--- src/rtl/param_bitwise_or.sv ---
// param_bitwise_or: registered, width-parameterized bitwise OR of two
// operands. The OR result travels through a PIPE_STAGES-deep shift
// pipeline of {valid, data} registers. The pipeline never stalls.
//
// Parameters
//   WIDTH        operand/result width in bits (>= 1)
//   PIPE_STAGES  number of output register stages (1..4)
//
// Ports
//   clk        rising-edge clock
//   rst_n      asynchronous active-low reset; clears every stage
//   i0, i1     operands; narrow values are zero-extended by the driver
//   in_valid   operands valid this cycle
//   result     final-stage i0 | i1
//   out_valid  result belongs to an accepted operand pair
//   any_set    |result, decoded from the final-stage register
//   all_set    &result, held low until the first valid output after reset
module param_bitwise_or #(
    parameter int unsigned WIDTH       = 16,
    parameter int unsigned PIPE_STAGES = 1
) (
    input  logic             clk,
    input  logic             rst_n,
    input  logic [WIDTH-1:0] i0,
    input  logic [WIDTH-1:0] i1,
    input  logic             in_valid,
    output logic [WIDTH-1:0] result,
    output logic             out_valid,
    output logic             any_set,
    output logic             all_set
);

    localparam int unsigned LAST = PIPE_STAGES - 1;

    // Bits are independent: no carry between positions.
    logic [WIDTH-1:0] or_c;
    assign or_c = i0 | i1;

    logic [WIDTH-1:0]       data_q  [PIPE_STAGES];
    logic [PIPE_STAGES-1:0] valid_q;

    // Stage 0 captures data every cycle; valid qualifies it.
    always_ff @(posedge clk or negedge rst_n) begin
        if (!rst_n) begin
            data_q[0]  <= '0;
            valid_q[0] <= 1'b0;
        end else begin
            data_q[0]  <= or_c;
            valid_q[0] <= in_valid;
        end
    end

    // Remaining stages shift unconditionally, so there are no bubbles.
    for (genvar s = 1; s < PIPE_STAGES; s++) begin : g_stage
        always_ff @(posedge clk or negedge rst_n) begin
            if (!rst_n) begin
                data_q[s]  <= '0;
                valid_q[s] <= 1'b0;
            end else begin
                data_q[s]  <= data_q[s-1];
                valid_q[s] <= valid_q[s-1];
            end
        end
    end

    // Sticky flag: a valid result has left the pipeline since reset.
    logic seen_valid_q;
    always_ff @(posedge clk or negedge rst_n) begin
        if (!rst_n) begin
            seen_valid_q <= 1'b0;
        end else if (valid_q[LAST]) begin
            seen_valid_q <= 1'b1;
        end
    end

    assign result    = data_q[LAST];
    assign out_valid = valid_q[LAST];
    assign any_set   = |data_q[LAST];
    // Gate all_set so a tracked-but-invalid all-ones value after reset
    // does not look like a real saturated result.
    assign all_set   = (seen_valid_q | valid_q[LAST]) & (&data_q[LAST]);

endmodule

--- config.mk ---
export PLATFORM = sky130hd
export DESIGN_NAME = param_bitwise_or
export DESIGN_NICKNAME = d
export VERILOG_FILES = /design/src/rtl/param_bitwise_or.sv
export SDC_FILE = /design/constraint.sdc
export NUM_CORES = 1
export LEC_CHECK = 0
export CAP_MARGIN = 10
export CORE_MARGIN = 2
export CORE_UTILIZATION = 30
export CTS_CLUSTER_SIZE = 14
export DETAILED_ROUTE_END_ITERATION = 7
export PLACE_DENSITY = 0.87
export SLEW_MARGIN = 20
export SYNTH_ARGS = -nofsm -noshare
export SYNTH_HDL_FRONTEND = slang
export SYNTH_SLANG_ARGS = --single-unit
--- constraint.sdc ---
create_clock -name clk -period 1.2 [get_ports clk]
set_clock_uncertainty 0.1 [all_clocks]
set_input_delay 0.24 -clock clk [delete_from_list [all_inputs] [get_ports clk]]
set_output_delay 0.24 -clock clk [all_outputs]
set_load 0.02 [all_outputs]
; ---- Yosys cells after proc, flatten, opt, wreduce, memory -nomap -nowiden
; Index checks and enable logic that the tools add are counted.
[totals]
register_bits = 18
latch_bits = 0
mem_bits_rw = 0
mem_bits_ro = 0
inputBits = 35
output_inout_bits = 19
wordCells = 8
mem_count = 0
[op_classes]
addsub = 0
mul = 0
div_mod_pow = 0
magnitude_cmp = 0
eq_ne = 0
shift = 0
mux = 0
bitwise = 3
reduce_logical = 2
[op_table]
columns = op, n
row1 = $or A16 B16 Y16, 1
row2 = $reduce_and A16 Y1, 1
row3 = $reduce_or A16 Y1, 1
row4 = $and A1 B1 Y1, 1
row5 = $or A1 B1 Y1, 1

; ---- Logic depth before layout (Yosys ltp)
; Gate-level depths: netlist (run 1).
[depth]
ltp_word = 2
mapped_depth = 3
depth_no_buf = 3

; ---- Least setup slack after synthesis (run 1)
; No wires, ideal clock.
[synth_path]
kind = register to output
start = reg data_q (netlist bit result[6])
end = out all_set
arrival_ns = 1.114
required_ns = 0.860
setup_slack_ns = -0.254
stages_incl_launch_ff = 3
path_buffers = 0
cell_sequence = dfrtp_1 nand4_1 nor4_2
[synth_via]
elab_chain_len = 2
[synth_rtl]
columns = element, line_no
row1 = from (decl), 39  ; logic [WIDTH-1:0] data_q [PIPE_STAGES];
row2 = $reduce_and A16 Y1, 81  ; assign all_set = (seen_valid_q | valid_q[LAST]) & (&data_q[LAST]);
row3 = $and A1 B1 Y1, 81
row4 = to (decl), 30  ; output logic all_set
; Every way passes these cells.

; ---- Worst setup path after layout (run 1)
[layout_path]
start = reg data_q (netlist bit result[4])
end = out all_set
; The elaborated chain is that of the path after synthesis.

==> out/metrics.cfg, run 1 <==
[run_status]
outcome=finished, violations left
violations=setup timing

[sta]
finalWorstSetupSlack_ns=-0.492
drv_slew=0
period_share=1.41
worstMarginPinSlew_ns=0.248
fmax_mhz=591
period_needed_ns=1.69
final-setup-viol-count=10
relSlewSlack=0.833
grt_setup_unrepaired=yes
final-hold-violation-count=0

[die]
core_area_um2=1980
die_w_um=49.9
dieArea_um2=2490
die_y_um=49.9
fp-row-count=16
io_pins=54
start_util=0.319

[synth]
yosysSeqAreaShare=0.713
synthCells=46
synthesis.area_um2=632
yosysWarnings=0
syn_nets=81
ys_seq_elements=18
synth_area_per_cell_um2=13.7
synth.distinct_cells=7

[place]
place.detailed.hpwl_mm=1.48
dp.cells=131
numPortBuffers=53
dpl_cell_area_um2=1250
globalplace.congestion=0.710

[clock_tree]
cts_hold_buffers=0
cts_buffer_depth=2
htree_num_levels=1
ctsRootBufferMaster=clkbuf_4
cts_sinks=18
clk_pin_slew_worst_paths_ns=0.09
cts_buffers=3
clkLatencyLatePin_ns=0.27
cts_tree=yes

[setup_path]
critPathArrivalTime_ns=1.35
start_kind=flip-flop
path_class=flip-flop to output pin
crit_fanout=3
required_ns=0.86
crit_path_end_kind=output pin

[cells_and_area]
area_growth_pct=112
final_cell_area_um2=1340
utilization=0.677
layout-drive-gt1-share=0.541
nets=147
antenna_cells=0
instances_no_fill=138

[global_routing]
antenna_found_initial=0
grt_max_degree=11
grt_pass1_vias=655
grt.overflow.total=0
track_usage=0.150
grt_pass1_wl_mm=2.78

[detailed_routing]
antenna_left=0
vias=617
drt_iter0_drc=3
wire_per_inst_um=13.6
drc=0
first_pass_iters=3
routed_wirelength_mm=1.88
via_per_inst=4.47

[power_and_ir_drop]
power.density_nw_per_um2=974
vdd_drop_max_mv=0.546
p_leak_nw=0.535

[min_path]
hold_class=primary input to async pin

[run]
drv_cap=0

-- routing by layer --
| layer | share of wire | vias to the layer above | GRT usage |
|---|---|---|---|
| met5 | 0 | - | 0 |
| met4 | 0.0075 | 0 | 0.0556 |
| met3 | 0.080 | 2 | 0.0364 |
| met2 | 0.54 | 38 | 0.293 |
| met1 | 0.37 | 288 | 0.148 |
| li1 | - | 289 | - |
-- critical path, stage by stage (launching register included) --
cell     delay, ns
dfrtp_1       0.41
nand4_1       0.18
nor4_4        0.30
buf_4         0.18
-- repair_timing --
item,4_1_cts,5_1_grt
setup buffers,1,2
pin swaps,1,1
resized for setup,102,10
endpoints found under the setup margin,19,18
gates cloned,0,0
-- state kept, by name, summed over array words and instances, names as in the netlist --
register      flops
out_valid         1
result           16
seen_valid_q      1
-- through the flow --
stage	setup slack [ns]	TNS [ns]	hold slack (ns)	total power [W]
5_1_grt	-0.546	-2.05	0.194	0.00137
2_1_floorplan	-0.189	-0.297	-0.156	0.000745
6_report	-0.492	-1.47	0.196	0.00131
4_1_cts	-0.446	-1.18	0.185	0.00130
3_5_place_dp	-0.591	-2.98	0.339	0.000946
3_3_place_gp	-0.551	-2.79	0.334	0.000938
-- Yosys cell counts --
cell type  instances  area, um2
and4_1             1       8.76
dfrtp_1           18        450
nand2_1            1       3.75
nand4_1            4       25.0
nor4_1             4       25.0
nor4_2             1       12.5
or2_2             17        106
-- final timing paths --
kind	startpoint	end	slack [ns]	cells after the start
worst max-delay path	result[4]	all_set	-0.49	3
worst min-delay path	rst_n	result[3]	0.20	2
worst max register to register	out_valid	seen_valid_q	0.29	1
worst min register to register	seen_valid_q	seen_valid_q	0.36	1
max in group asynchronous	rst_n	result[10]	0.66	2
min in group clk	in_valid	out_valid	0.31	1
-- report_power, final --
group          leakage (nW)  internal, W  switching [W]
Clock                0.0210     0.000184       0.000168
Combinational         0.333     0.000187      0.0000976
Sequential            0.180     0.000638      0.0000320
-- cell usage in the layout (no fill, tap or decap) --
cell type | netlist | layout
nand4_1 | 4 | 4
dfrtp_1 | 18 | 11
buf_6 | 0 | 17
clkbuf_8 | 0 | 1
and4_1 | 1 | 1
clkdlybuf4s50_1 | 0 | 34
buf_4 | 0 | 6
nor4_2 | 1 | 4
nor4_4 | 0 | 1
clkbuf_4 | 0 | 3
or2_2 | 17 | 17
buf_2 | 0 | 4
dfrtp_2 | 0 | 7
nand2_1 | 1 | 1
-- cell type report --
| class | count | area [um2] |
|---|---|---|
| fillers | 125 | 641 |
| repair buffers | 61 | 597 |
| flip-flops and latches | 18 | 459 |
| multi-input cells | 28 | 215 |
| clock buffers | 4 | 36.3 |
| well taps | 27 | 33.8 |
-- cell families after synthesis --
family and synth area share:
and+or+nand+nor 0.287, DFF 0.713
No activity file was read; power rests on OpenSTA's default activity.
==> run 2, diff against run 1 <==
Settings changed: GPL_TIMING_DRIVEN set to 0.
==> run 2 against run 1 <==
The run still ends with setup timing left; final area is 1.7% lower; flip-flop and latch count unchanged; critical path depth is the same; global-route usage up 0.15 points; non-clock buffer count shrank 2; first-iteration DRC count increased by 67%; worst setup slack better by 0.025 ns; combinational power fell by 2%; final cell count down 1.4%; critical endpoint is now any_set; largest cell class unchanged; largest power group unchanged.
==> out/metrics.cfg, run 2 (synthesis results as in run 1) <==
[die]
core_area_um2=1980
fp-row-count=16
dieArea_um2=2490
die_w_um=49.9
die_y_um=49.9
io_pins=54
start_util=0.319

[sta]
drv_slew=0
period_needed_ns=1.67
relSlewSlack=0.485
finalWorstSetupSlack_ns=-0.467
grt_setup_unrepaired=yes
final-setup-viol-count=15
final-hold-violation-count=0
fmax_mhz=600
period_share=1.39
worstMarginPinSlew_ns=0.771

[clock_tree]
htree_num_levels=1
cts_sinks=18
clk_pin_slew_worst_paths_ns=0.10
clkLatencyLatePin_ns=0.29
cts_buffers=3
cts_buffer_depth=2
cts_tree=yes
ctsRootBufferMaster=clkbuf_4

[detailed_routing]
routed_wirelength_mm=1.81
drc=0
via_per_inst=4.63
wire_per_inst_um=13.3
first_pass_iters=4
vias=630
drt_iter0_drc=5
antenna_left=0

[global_routing]
grt_pass1_vias=649
grt.overflow.total=0
antenna_found_initial=0
grt_max_degree=19
track_usage=0.151
grt_pass1_wl_mm=2.83

[setup_path]
critPathArrivalTime_ns=1.33
reg2reg_slack_ns=0.30
crit_chain=nor4_2, nand4_1, buf_2
required_ns=0.86
rr_startpoint=out_valid
reg2reg_to=seen_valid_q
slowest_delay_ns=0.45
crit_path_top_delay_cell=dfrtp_2
worstRegToRegCells=1
crit_fanout=3
path_class=flip-flop to output pin
timing.critical_path.buf_inv=1
start_kind=flip-flop
crit_path_end_kind=output pin
path_delay_family=flip-flops

[place]
globalplace.congestion=0.683
numPortBuffers=53
dp_slack_ns=-0.576

[power_and_ir_drop]
p_total_w=0.00132
power.density_nw_per_um2=997
p_leak_nw=0.525
vdd_drop_max_mv=0.551

[cells_and_area]
final_cell_mix=clkdlybuf4s50_1, or2_2, buf_6
final_common_cell=clkdlybuf4s50_1
largest_register_ffs=16
layout-drive-gt1-share=0.523
antenna_cells=0
nets=145
area_growth_pct=109

[min_path]
hold_class=primary input to async pin

[run_status]
outcome=finished, violations left
violations=setup timing

[run]
drv_cap=0

==> run 2: cell types whose count changed in the layout (fill, tap and decap cells not counted), sizes merged <==
cell  previous run  this run
buf             27        25
==> run 2: layout make-up <==
class	instances	area (um2)
timing repair buffer	59	581
multi-input combinational	28	209
sequential	18	459
fill	129	663
clock buffer	4	36.3
tap	27	33.8
==> run 2: where the power goes <==
| group | switching (W) | internal, W |
|---|---|---|
| registers | 0.0000313 | 0.000638 |
| logic | 0.0000955 | 0.000183 |
| clock network | 0.000183 | 0.000185 |
==> run 2: per-layer routing <==
metal / vias up / track usage / wire length, um
met5: - / 0 / 0
met4: 0 / 0.0370 / 48
met3: 8 / 0.0606 / 152
met2: 39 / 0.276 / 1000
met1: 298 / 0.161 / 601
li1: 285 / - / -
==> run 2: worst max path at each step <==
stage	start	endpoint	depth (start not counted)
after detailed placement	result[7]	all_set	3
after global placement	result[6]	all_set	3
after global routing	result[4]	all_set	3
final	result[1]	any_set	3
after CTS	result[4]	all_set	3
after floorplan	result[4]	all_set	2
==> run 2: per-stage QoR <==
stage | instances | util | cell area, um2 | TNS, ns | hold slack, ns
after floorplan | 46 | - | 649 | -0.297 | -0.156
after global placement | 126 | 0.612 | 1210 | -5.32 | 0.333
after detailed placement | 126 | 0.612 | 1210 | -5.73 | 0.338
after CTS | 133 | 0.644 | 1280 | -1.21 | 0.291
after global routing | 136 | 0.665 | 1320 | -2.26 | 0.290
final | 136 | 0.665 | 1320 | -1.54 | 0.285
==> run 2: repair_timing <==
action | in CTS | in global routing
pin swaps | 2 | 1
resized for setup | 105 | 6
setup endpoints to repair | 19 | 19
hold buffers | 0 | 0
setup buffers | 3 | 3
